**src/rtl/uart_cmd_ctrl_if.sv**
```systemverilog
// rtl/uart_cmd_ctrl_if.sv - UART byte stream, transmitter and register bus signals of the command controller
interface uart_cmd_ctrl_if #(
  parameter int AW = 8
);
  logic [7:0]    rx_data;
  logic          po_flag;
  logic [7:0]    tx_data;
  logic          tx_start;
  logic          tx_busy;
  logic [AW-1:0] reg_addr;
  logic [7:0]    reg_wdata;
  logic          reg_wr;
  logic          reg_rd;
  logic [7:0]    reg_rdata;
  logic          frame_err;

  modport master (
    input  rx_data, po_flag, tx_busy, reg_rdata,
    output tx_data, tx_start, reg_addr, reg_wdata, reg_wr, reg_rd, frame_err
  );

  modport slave (
    output rx_data, po_flag, tx_busy, reg_rdata,
    input  tx_data, tx_start, reg_addr, reg_wdata, reg_wr, reg_rd, frame_err
  );
endinterface

```
**src/rtl/uart_cmd_ctrl.sv**
```systemverilog
// rtl/uart_cmd_ctrl.sv - parses UART command frames, runs register reads/writes and sequences responses
module uart_cmd_ctrl #(
  parameter int       AW          = 8,
  parameter int       TIMEOUT_MAX = 62499,
  parameter bit [7:0] HDR         = 8'h55
) (
  input  logic             sclk,
  input  logic             rst_n,
  uart_cmd_ctrl_if.master  bus
);
  localparam int TW = $clog2(TIMEOUT_MAX + 1);

  typedef enum logic [3:0] {
    S_IDLE, S_CMD, S_ADDR, S_DATA, S_CSUM, S_EXEC,
    S_RD_WAIT, S_TX_ACK, S_TX_RD, S_TX_NAK, S_TX_WAIT
  } state_t;

  state_t        r_state;
  state_t        w_state_nxt;
  logic          r_is_rd;
  logic          r_rd_pend;
  logic          r_armed;
  logic [AW-1:0] r_addr;
  logic [7:0]    r_wdata;
  logic [7:0]    r_csum;
  logic [7:0]    r_rdata;
  logic [TW-1:0] r_tout;
  logic          r_frame_err;
  logic          r_tx_start;
  logic [7:0]    r_tx_data;
  logic          w_err;
  logic          w_tx_go;
  logic [7:0]    w_tx_byte;
  logic          w_timed;
  logic          w_timeout;

  assign w_timed   = (r_state == S_CMD) || (r_state == S_ADDR) ||
                     (r_state == S_DATA) || (r_state == S_CSUM);
  assign w_timeout = w_timed && (r_tout == TW'(TIMEOUT_MAX));

  always_ff @(posedge sclk or negedge rst_n) begin
    if (!rst_n) r_state <= S_IDLE;
    else        r_state <= w_state_nxt;
  end

  // An incoming byte always takes priority over the timeout terminal count.
  always_comb begin
    w_state_nxt = r_state;
    w_err       = 1'b0;
    w_tx_go     = 1'b0;
    w_tx_byte   = r_tx_data;
    case (r_state)
      S_IDLE: begin
        if (bus.po_flag && bus.rx_data == HDR) w_state_nxt = S_CMD;
      end
      S_CMD: begin
        if (bus.po_flag) begin
          if (bus.rx_data == 8'h01 || bus.rx_data == 8'h02) begin
            w_state_nxt = S_ADDR;
          end else begin
            w_err       = 1'b1;
            w_state_nxt = S_IDLE;
          end
        end else if (w_timeout) begin
          w_err       = 1'b1;
          w_state_nxt = S_IDLE;
        end
      end
      S_ADDR: begin
        if (bus.po_flag) begin
          w_state_nxt = r_is_rd ? S_CSUM : S_DATA;
        end else if (w_timeout) begin
          w_err       = 1'b1;
          w_state_nxt = S_IDLE;
        end
      end
      S_DATA: begin
        if (bus.po_flag) begin
          w_state_nxt = S_CSUM;
        end else if (w_timeout) begin
          w_err       = 1'b1;
          w_state_nxt = S_IDLE;
        end
      end
      S_CSUM: begin
        if (bus.po_flag) begin
          if (bus.rx_data == r_csum) begin
            w_state_nxt = S_EXEC;
          end else begin
            w_err       = 1'b1;
            w_state_nxt = S_TX_NAK;
          end
        end else if (w_timeout) begin
          w_err       = 1'b1;
          w_state_nxt = S_IDLE;
        end
      end
      S_EXEC:    w_state_nxt = r_is_rd ? S_RD_WAIT : S_TX_ACK;
      S_RD_WAIT: w_state_nxt = S_TX_ACK;
      S_TX_ACK, S_TX_RD, S_TX_NAK: begin
        if (!bus.tx_busy) begin
          w_tx_go     = 1'b1;
          w_state_nxt = S_TX_WAIT;
          if (r_state == S_TX_ACK)     w_tx_byte = 8'hAA;
          else if (r_state == S_TX_RD) w_tx_byte = r_rdata;
          else                         w_tx_byte = 8'hEE;
        end
      end
      S_TX_WAIT: begin
        if (r_armed && !bus.tx_busy) w_state_nxt = r_rd_pend ? S_TX_RD : S_IDLE;
      end
      default: w_state_nxt = S_IDLE;
    endcase
  end

  always_ff @(posedge sclk or negedge rst_n) begin
    if (!rst_n) begin
      r_is_rd     <= 1'b0;
      r_rd_pend   <= 1'b0;
      r_armed     <= 1'b0;
      r_addr      <= '0;
      r_wdata     <= 8'h00;
      r_csum      <= 8'h00;
      r_rdata     <= 8'h00;
      r_tout      <= '0;
      r_frame_err <= 1'b0;
      r_tx_start  <= 1'b0;
      r_tx_data   <= 8'h00;
    end else begin
      r_frame_err <= w_err;
      r_tx_start  <= w_tx_go;
      if (w_tx_go) r_tx_data <= w_tx_byte;
      // Ignore tx_busy on the first TX_WAIT cycle: the transmitter raises it one cycle late.
      r_armed <= (r_state == S_TX_WAIT);
      if (w_timed && !bus.po_flag && w_state_nxt == r_state) r_tout <= r_tout + TW'(1);
      else                                                   r_tout <= '0;
      case (r_state)
        S_CMD: begin
          if (bus.po_flag && (bus.rx_data == 8'h01 || bus.rx_data == 8'h02)) begin
            r_is_rd <= (bus.rx_data == 8'h02);
            r_csum  <= bus.rx_data;
          end
        end
        S_ADDR: begin
          if (bus.po_flag) begin
            r_addr <= bus.rx_data[AW-1:0];
            r_csum <= r_csum + bus.rx_data;
          end
        end
        S_DATA: begin
          if (bus.po_flag) begin
            r_wdata <= bus.rx_data;
            r_csum  <= r_csum + bus.rx_data;
          end
        end
        S_RD_WAIT: r_rdata <= bus.reg_rdata;
        S_TX_ACK:  if (w_tx_go) r_rd_pend <= r_is_rd;
        S_TX_RD, S_TX_NAK: if (w_tx_go) r_rd_pend <= 1'b0;
        default: ;
      endcase
    end
  end

  assign bus.reg_wr    = (r_state == S_EXEC) && !r_is_rd;
  assign bus.reg_rd    = (r_state == S_EXEC) && r_is_rd;
  assign bus.reg_addr  = r_addr;
  assign bus.reg_wdata = r_wdata;
  assign bus.frame_err = r_frame_err;
  assign bus.tx_start  = r_tx_start;
  assign bus.tx_data   = r_tx_data;
endmodule

```
**src/flat_wrapper.sv**
```systemverilog
// flat-port wrapper written by rule: the top's interface ports become plain ports
module uart_cmd_ctrl_flat 
#(
  parameter int       AW          = 8,
  parameter int       TIMEOUT_MAX = 62499,
  parameter bit [7:0] HDR         = 8'h55
)
  (sclk, rst_n, bus_rx_data, bus_po_flag, bus_tx_busy, bus_reg_rdata, bus_tx_data, bus_tx_start, bus_reg_addr, bus_reg_wdata, bus_reg_wr, bus_reg_rd, bus_frame_err);
  uart_cmd_ctrl_if #(.AW(AW)) bus_i ();
  input  logic sclk;
  input  logic rst_n;
  input wire logic [$bits(bus_i.rx_data)-1:0] bus_rx_data;
  input wire logic [$bits(bus_i.po_flag)-1:0] bus_po_flag;
  input wire logic [$bits(bus_i.tx_busy)-1:0] bus_tx_busy;
  input wire logic [$bits(bus_i.reg_rdata)-1:0] bus_reg_rdata;
  output wire logic [$bits(bus_i.tx_data)-1:0] bus_tx_data;
  output wire logic [$bits(bus_i.tx_start)-1:0] bus_tx_start;
  output wire logic [$bits(bus_i.reg_addr)-1:0] bus_reg_addr;
  output wire logic [$bits(bus_i.reg_wdata)-1:0] bus_reg_wdata;
  output wire logic [$bits(bus_i.reg_wr)-1:0] bus_reg_wr;
  output wire logic [$bits(bus_i.reg_rd)-1:0] bus_reg_rd;
  output wire logic [$bits(bus_i.frame_err)-1:0] bus_frame_err;
  assign bus_i.rx_data = bus_rx_data;
  assign bus_i.po_flag = bus_po_flag;
  assign bus_i.tx_busy = bus_tx_busy;
  assign bus_i.reg_rdata = bus_reg_rdata;
  assign bus_tx_data = bus_i.tx_data;
  assign bus_tx_start = bus_i.tx_start;
  assign bus_reg_addr = bus_i.reg_addr;
  assign bus_reg_wdata = bus_i.reg_wdata;
  assign bus_reg_wr = bus_i.reg_wr;
  assign bus_reg_rd = bus_i.reg_rd;
  assign bus_frame_err = bus_i.frame_err;
  uart_cmd_ctrl #(.AW(AW), .TIMEOUT_MAX(TIMEOUT_MAX), .HDR(HDR)) u_core (.sclk(sclk), .rst_n(rst_n), .bus(bus_i));
endmodule
```
**config.mk**
```make
export PLATFORM = sky130hd
export DESIGN_NAME = uart_cmd_ctrl_flat
export DESIGN_NICKNAME = d
export VERILOG_FILES = /design/src/rtl/uart_cmd_ctrl_if.sv /design/src/rtl/uart_cmd_ctrl.sv /design/src/flat_wrapper.sv
export SDC_FILE = /design/constraint.sdc
export NUM_CORES = 1
export LEC_CHECK = 0
export CAP_MARGIN = 0
export CORE_ASPECT_RATIO = 0.8
export CORE_MARGIN = 3
export CORE_UTILIZATION = 41
export DETAILED_ROUTE_END_ITERATION = 10
export PLACE_DENSITY = 0.74
export SETUP_SLACK_MARGIN = 0.5
export SLEW_MARGIN = 40
export SYNTH_ARGS = -nofsm -noshare
export SYNTH_HDL_FRONTEND = slang
export SYNTH_SLANG_ARGS = --single-unit
```
**constraint.sdc**
```tcl
create_clock -name sclk -period 2.2 [get_ports sclk]
set_input_delay 0.22 -clock sclk [delete_from_list [all_inputs] [get_ports sclk]]
set_output_delay 0.22 -clock sclk [all_outputs]
set_load 0.005 [all_outputs]
```
# Word level (Yosys, flattened, before mapping)
# Index checks and enable logic that the tools add are counted.
# Widths: inputs -> output; s select.
dict set report op_classes {
  eq_ne 20
  shifts 0
  mul 0
  magnitude_cmp 0
  div_mod_pow 0
  n_reduce_logical 27
  addsub 2
  bitwise 1
  mux 32
}
# operator n
set op_table {}
lappend op_table {{$mux 4} 10}
lappend op_table {{$pmux 4 s9} 1}
lappend op_table {{$mux 8} 4}
lappend op_table {{$add 16x1->16 const B} 1}
lappend op_table {{$eq 16x16->1 const B} 1}
lappend op_table {{$eq 4x3->1 const B} 4}
lappend op_table {{$mux 16} 1}
lappend op_table {{$pmux 8 s2} 1}
lappend op_table {{$eq 4x4->1 const B} 3}
lappend op_table {{$mux 1} 11}
lappend op_table {{$reduce_and 3->1} 3}
lappend op_table {{$add 8x8->8} 1}
lappend op_table {{$eq 4x2->1 const B} 2}
lappend op_table {{$eq 8x1->1 const B} 1}
lappend op_table {{$eq 8x2->1 const B} 1}
lappend op_table {{$eq 8x7->1 const B} 1}
lappend op_table {{$eq 8x8->1} 1}
lappend op_table {{$logic_and 1x1->1} 8}
lappend op_table {{$ne 2x1->1 const B} 3}
lappend op_table {{$reduce_and 2->1} 3}
lappend op_table {{$eq 4x1->1 const B} 1}
lappend op_table {{$eq 4x4->1} 1}
lappend op_table {{$logic_not 4->1} 1}
lappend op_table {{$logic_or 1x1->1} 4}
lappend op_table {{other kinds (10)} 14}
dict set report word_totals {
  mem_bits_ro 0
  word_cells 94
  inputBits 20
  ff_bits 65
  memories 0
  latchBits 0
  out_inout_bits 28
  mem_bits_rw 0
}

# Depth between registers and ports, before layout
# Gate-level depths: netlist of run 1.
dict set report logic_depth {
  ltp_word 11
  depth_mapped 8
  ltp_nobuf 8
}

# Worst setup path after synthesis of run 1
# No wires, ideal clock.
dict set report synth_path {
  kind {register -> register}
  start {reg u_core.r_csum[1]}
  end {reg u_core.r_csum[7]}
  setup_slack_ns 0.373
  period_less_slack_ns 1.827
  setup_time_ns 0.080
  required_time_ns 2.120
  arrival_time_ns 1.747
  n_path_buf 0
  stages_incl_launch_ff 7
  cell_sequence {dfrtp_1 -> ha_1 -> a211oi_1 -> o21ai_0 -> a31oi_1 -> mux2_2 -> o211ai_2}
}
dict set report synth_via {
  elab_chain_cells 3
}
# item line_no
set synth_rtl {}
lappend synth_rtl {{start, declared} uart_cmd_ctrl.sv:25} ;# logic [7:0] r_csum;
lappend synth_rtl {{start signal, assigned} uart_cmd_ctrl.sv:141} ;# r_csum <= bus.rx_data;
lappend synth_rtl {{start signal, assigned} uart_cmd_ctrl.sv:147} ;# r_csum <= r_csum + bus.rx_data;
lappend synth_rtl {{start signal, assigned} uart_cmd_ctrl.sv:153} ;# r_csum <= r_csum + bus.rx_data;
lappend synth_rtl {{$add 8x8->8} {uart_cmd_ctrl.sv:147, uart_cmd_ctrl.sv:153}}
lappend synth_rtl {{$mux 8} {uart_cmd_ctrl.sv:145, uart_cmd_ctrl.sv:151}}
lappend synth_rtl {{$pmux 8 s2} uart_cmd_ctrl.sv:137} ;# case (r_state)
# No other way between the ends. The select of a mux whose other input is x is not followed.
# A chain may end at the register's enable or synchronous reset.

# Worst setup path in the final report of run 1
dict set report layout_path {
  start {reg u_core.r_csum[0]}
  end {reg u_core.r_csum[4]}
}
# Same word-level chain as after synthesis.

==> qor.txt, run 1 <==
Place WS: -0.0363 ns
worst endpoint required time: 2.47 ns
max-cap violations: 0
Post-DRT Antenna Nets: 0
Synth area leader: dfrtp_1
Die W: 108 µm
fin crit period: 1.85 ns
first-pass GRT wire length: 13300 µm
syn_area_per_cell: 10.1 µm²
H-Tree Depth: 3
Routed Wire Length: 9030 µm
Gate Count Post-Synth: 338
slowest CP cell: dfrtp_1
maximum root-to-sink buffer count: 2
DR iter-0 viols: 185
DRT Pass-1 Iters: 5
Synth Register Bits: 65
RSZ-0062 raised after global routing: true
setup slack after layout: 0.348 ns
crit path kind: reg -> reg
CTS root buf: clkbuf_8
Initial Util: 0.427
IO Port Bufs: 47
maximum clock rate: 540 MHz
core area: 8020 µm²
outcome: completed
Final Hold Slack: 0.370 ns
Leak: 2.04 nW
Fillers: 665
ranking of synthesized cells by area: dfrtp_1, mux2_2, nor2_1, xor2_1, ha_1
routability congestion estimate: 0.929
Post-synth EDFFs: 0
GRT Overall Usage: 0.176
synthesized area: 3420 µm²
routed wire length per instance: 16.7 µm
Relative slew margins: 0.643
Synth cell types: 57
Tcrit/Tclk final: 0.842
row cnt: 29
TritonCTS buffer count: 9
CTS tree: done
Post-synth ARST share: 1.00
DIE AREA: 9480 µm²
worst vdd ir: 0.605 mV
vias in the first global route: 2796
critical path startpoint category: register
CP peak stage delay: 0.41 ns
Synth top cells by count: dfrtp_1, nor2_1, nand2_1, mux2_2, o21ai_0
Detail Placement HPWL: 5490 µm
Synthesized Nets: 367
Crit Path Max Fanout: 2
register area share after synthesis: 0.475
vias per cell: 5.47
DRC violations left: 0
largest net degree at the start of global routing: 45
grt ovf: 0
final non-filler cell total: 541
Post-layout nets: 457
setup TNS: 0 ns
clock skew: 0.0172 ns
n_diodes: 0
crit path cell chain: ha_4, inv_2, fa_2, nor2b_2, buf_4, o21ai_1, a21oi_1, nand2_1, a31oi_1
Setup violations, final: 0
Placed Cells: 502
yosys warns: 0
Worst Hold Class: in -> async
Synth Flop Type: dfrtp_1
CTS Sinks: 65
slew at the pin closest to its max-slew limit: 0.536 ns
WP data arrival: 2.12 ns
chip height: 87.7 µm
Final Max Slew Viols: 0
Clk Latency, worst-skew pair: 0.36 ns
initial antenna violation count: 0
share of cells above drive strength 1: 0.305
Worst-path clk slew: 0.09 ns
P per Cell Area: 1210 nW/µm²
Yosys top cell area share: 0.475
Top Ports: 48
Layout area overhead: 39.1%
Final Hold Fails: 0
via count: 2958
count leader, synth: dfrtp_1
Worst setup EP type: register
logic make-up (layout without fill, tap and decap cells):
| kind of cell | count (synthesis) | after routing | synth area share |
|---|---|---|---|
| adders and majority gates | 9 | 9 | 0.0351 |
| muxes | 24 | 24 | 0.0786 |
| AOI/OAI and AO/OA | 66 | 66 | 0.130 |
| DFF | 65 | 65 | 0.475 |
| buffers and inverters | 23 | 118 | 0.0347 |
| xor gates and xnor gates | 16 | 16 | 0.0410 |
| and+or+nand+nor | 135 | 135 | 0.205 |
area by class of cell:
| type | instances | area, µm² | share of cell area |
|---|---|---|---|
| inverter | 11 | 41.3 | 0.00868 |
| clock buffer | 9 | 124 | 0.0260 |
| multi-input combinational | 250 | 1890 | 0.398 |
| sequential | 65 | 1630 | 0.342 |
| tap | 108 | 135 | 0.0284 |
| clock inverter | 7 | 98.8 | 0.0208 |
| timing repair buffer | 91 | 838 | 0.176 |
per-layer routing:
| metal | routed length (µm) | up-vias | GRT usage |
|---|---|---|---|
| met4 | 133 | 0 | 0.0528 |
| met5 | 0 | - | 0 |
| li1 | - | 1382 | - |
| met3 | 539 | 18 | 0.0553 |
| met1 | 4100 | 1440 | 0.245 |
| met2 | 4250 | 118 | 0.266 |
flip-flops by register name, summed over array words and instances, names as in the netlist, 4 cells and up:
signal / cells
u_core.r_tout: 16
u_core.bus.reg_addr: 8
u_core.bus.reg_wdata: 8
u_core.bus.tx_data: 8
u_core.r_csum: 8
u_core.r_rdata: 8
u_core.r_state: 4
worst paths after layout:
kind / startpoint / end / slack (ns) / cells past startpoint
worst max register to register: u_core.r_csum[0] / u_core.r_csum[4] / 0.35 / 9
worst min register to register: u_core.r_tout[0] / u_core.r_tout[0] / 0.50 / 1
worst min-delay path: rst_n / u_core.bus.reg_wdata[1] / 0.37 / 2
min in group sclk: bus_rx_data[0] / u_core.r_csum[0] / 0.46 / 4
worst max-delay path: u_core.r_csum[0] / u_core.r_csum[4] / 0.35 / 9
max in group asynchronous: rst_n / u_core.r_state[1] / 1.20 / 3
report_power, final:
| group | switching (mW) | internal (mW) | total (mW) |
|---|---|---|---|
| combinational | 1.32 | 1.48 | 2.80 |
| clock | 0.526 | 0.648 | 1.17 |
| sequential | 0.242 | 1.54 | 1.78 |
metrics by stage:
stage	total power [mW]	area (µm²)	utilization
floorplan	3.03	3440	-
global placement	3.81	4140	0.516
detailed placement	3.87	4140	0.516
CTS	5.22	4500	0.561
global route	6.10	4760	0.593
finish	5.76	4760	0.593
what timing repair did:
item	CTS	global route
hold buffers	1	0
hold endpoints to repair	21	0
pin swaps	8	13
setup endpoints to repair	32	48
gates resized for setup	20	36
buffers inserted	7	12
gates cloned	0	3
worst max-delay path, delay by kind of cell (launching register included):
kind	cells	cell delay, ns
flops	1	0.41
compound gates	3	0.43
fa+ha+maj	2	0.53
simple gates	2	0.23
buf+inv	2	0.17
cell usage in the layout (no fill, tap or decap), types with 3 or more instances in the layout:
| cell type | instances |
|---|---|
| and3_1 | 4 |
| inv_6 | 3 |
| nor3_2 | 3 |
| nand3_1 | 12 |
| buf_4 | 33 |
| a21oi_1 | 12 |
| nand2b_1 | 9 |
| inv_1 | 10 |
| nand4_1 | 3 |
| a21oi_2 | 3 |
| a31oi_1 | 4 |
| nand2_1 | 23 |
| buf_2 | 4 |
| ha_4 | 5 |
| clkdlybuf4s50_1 | 43 |
| a32oi_1 | 3 |
| o21ai_0 | 14 |
| dfrtp_1 | 64 |
| buf_6 | 5 |
| o21a_1 | 4 |
| nor3_1 | 8 |
| clkbuf_8 | 9 |
| xnor2_1 | 3 |
| nor2_2 | 4 |
| mux2_2 | 22 |
| nor2_1 | 38 |
| o21ai_1 | 4 |
| xor2_1 | 13 |
| and4_1 | 4 |
No activity file was read; power rests on OpenSTA's default activity.
==> inputs of run 2 (changes only) <==
clock period = 1.9 ns   (was 2.2 ns; I/O delays follow)
==> qor.txt, run 2 (synthesis gave the netlist of run 1 again) <==
R2R Path End: u_core.r_csum[5] (was u_core.r_csum[4])
slew at the pin closest to its max-slew limit: 0.520 ns (was 0.536 ns)
DIE AREA: 9480 µm² (unchanged)
CTS Sinks: 65 (unchanged)
routability congestion estimate: 0.900 (was 0.929)
dpl cell area: 4330 µm² (was 4140 µm²)
via count: 3497 (was 2958)
Place WS: -0.312 ns (was -0.0363 ns)
setup TNS: 0 ns (unchanged)
TritonCTS buffer count: 9 (unchanged)
Leak: 2.53 nW (was 2.04 nW)
chip height: 87.7 µm (unchanged)
final non-filler cell total: 593 (was 541)
routed wire length per instance: 21.3 µm (was 16.7 µm)
worst endpoint required time: 2.15 ns (was 2.47 ns)
R2R depth: 8 (was 9)
DRC violations left: 0 (unchanged)
Setup violations, final: 0 (unchanged)
Detail Placement HPWL: 5950 µm (was 5490 µm)
crit path cell chain: ha_2, buf_4, a211oi_2, buf_4, o21bai_1, a21oi_1, xor2_1, o31ai_1 (was ha_4, inv_2, fa_2, nor2b_2, buf_4, o21ai_1, a21oi_1, nand2_1, a31oi_1)
DR iter-0 viols: 257 (was 185)
Final Max Slew Viols: 0 (unchanged)
n_diodes: 0 (unchanged)
maximum clock rate: 556 MHz (was 540 MHz)
most frequent CP cell: buf_4
Post-layout nets: 509 (was 457)
Top reg by flops: u_core.r_tout (unchanged)
largest net degree at the start of global routing: 27 (was 45)
Worst Hold Class: in -> async (unchanged)
CTS root buf: clkbuf_8 (unchanged)
Storage cell area: 1630 µm² (about the same)
CTS tree: done (unchanged)
WP data arrival: 2.05 ns (was 2.12 ns)
DRT Pass-1 Iters: 8 (was 5)
Clk Latency, worst-skew pair: 0.35 ns (was 0.36 ns)
Worst setup EP type: register (unchanged)
maximum root-to-sink buffer count: 2 (unchanged)
Top Ports: 48 (unchanged)
reg2reg setup slack: 0.10 ns (was 0.35 ns)
RSZ-0062 raised after global routing: true (unchanged)
setup slack after layout: 0.102 ns (was 0.348 ns)
grt ovf: 0 (unchanged)
fin crit period: 1.80 ns (was 1.85 ns)
Final Util: 0.706 (was 0.593)
Relative slew margins: 0.653 (was 0.643)
max-cap violations: 0 (unchanged)
Fillers: 487 (was 665)
Finished Cell Area: 5660 µm² (was 4760 µm²)
Die W: 108 µm (unchanged)
core area: 8020 µm² (unchanged)
initial antenna violation count: 0 (unchanged)
worst vdd ir: 0.550 mV (was 0.605 mV)
P per Cell Area: 1380 nW/µm² (was 1210 nW/µm²)
max reg flops: 16 (unchanged)
Placed Cells: 517 (was 502)
GRT Overall Usage: 0.232 (was 0.176)
slowest CP cell: dfrtp_1 (unchanged)
GR Util met1: 0.288 (was 0.245)
vias in the first global route: 3382 (was 2796)
grt met3 use: 0.0553 (unchanged)
Crit. Startpoint: u_core.r_csum[0] (unchanged)
Tcrit/Tclk final: 0.946 (was 0.842)
H-Tree Depth: 3 (unchanged)
Routed Wire Length: 12600 µm (was 9030 µm)
crit path kind: reg -> reg (unchanged)
Crit Path Max Fanout: 2 (unchanged)
R2R Path Start: u_core.r_csum[0] (unchanged)
Final Hold Slack: 0.340 ns (was 0.370 ns)
Setup crit end: u_core.r_csum[5] (was u_core.r_csum[4])
busiest grt layer: met2 (unchanged)
critical path startpoint category: register (unchanged)
outcome: completed (unchanged)
vias per cell: 5.90 (was 5.47)
CP peak stage delay: 0.39 ns (was 0.41 ns)
most frequent cells in the layout: buf_4, dfrtp_1, buf_6 (was dfrtp_1, clkdlybuf4s50_1, nor2_1)
Layout area overhead: 65.5% (was 39.1%)
Worst-path clk slew: 0.07 ns (was 0.09 ns)
share of cells above drive strength 1: 0.485 (was 0.305)
met2 usage: 0.399 (was 0.266)
most common cell after layout, fill and taps aside: buf_4 (was dfrtp_1)
Initial Util: 0.427 (unchanged)
IO Port Bufs: 47 (unchanged)
first-pass GRT wire length: 17000 µm (was 13300 µm)
Multi-input gate area: 2330 µm² (was 1890 µm²)
overall power: 7.80 mW (was 5.76 mW)
clock skew: 0.0115 ns (was 0.0172 ns)
Final Hold Fails: 0 (unchanged)
Post-DRT Antenna Nets: 0 (unchanged)
row cnt: 29 (unchanged)
==> run 2: cell types whose count changed in the layout (fill, tap and decap cells not counted), moves of 9 or more <==
cell	before	now
buf_4	33	66
clkdlybuf4s50_1	43	20
nor2_1	38	17
nor2_4	1	21
buf_6	5	22
mux2_2	22	6
mux2_4	1	17
dlymetal6s2s_1	0	12
dlygate4sd2_1	1	12
o21ai_0	14	5
==> run 2: layout make-up <==
| class | count | area share |
|---|---|---|
| Clock buffer | 13 | 0.0263 |
| Clock inverter | 3 | 0.00707 |
| Multi-Input combinational cell | 252 | 0.412 |
| Sequential cell | 65 | 0.288 |
| Inverter | 11 | 0.00773 |
| Timing Repair Buffer | 141 | 0.235 |
| Tap cell | 108 | 0.0239 |
==> run 2: routing by layer <==
metal | part of all wire | wire, µm | up-vias
met4 | 0.059 | 743 | 0
met2 | 0.49 | 6130 | 211
met5 | 0 | 0 | -
li1 | - | - | 1490
met1 | 0.38 | 4750 | 1726
met3 | 0.079 | 993 | 70
==> run 2: worst min path at each step <==
stage          slack [ns]      startpoint                       to
2_1_floorplan       -0.11           rst_n     u_core.bus.frame_err
3_5_place_dp         0.18           rst_n         u_core.r_csum[2]
4_1_cts              0.35           rst_n         u_core.r_tout[8]
6_report             0.34           rst_n         u_core.r_csum[2]
3_3_place_gp         0.18           rst_n         u_core.r_csum[2]
5_1_grt              0.39  bus_rx_data[1]  u_core.bus.reg_wdata[1]
==> run 2: worst max-delay path: cells and delay by family (launching register included) <==
family,cells,cell delay [ns]
AOI/OAI and AO/OA,4,0.74
buffers and inverters,2,0.29
adders and majority gates,1,0.19
xor gates and xnor gates,1,0.09
DFF,1,0.39
==> run 2: where the power goes <==
| part | switching, mW | internal [mW] |
|---|---|---|
| Sequential | 0.317 | 1.79 |
| Clock | 0.564 | 0.640 |
| Combinational | 2.15 | 2.34 |
==> run 2: repair_timing <==
item | in CTS | in global routing
hold endpoints to repair | 16 | 0
gates resized for setup | 116 | 75
buffers inserted | 40 | 17
hold buffers | 1 | 0
endpoints found under the setup margin | 78 | 75
cloned | 2 | 0
pin swaps | 34 | 36
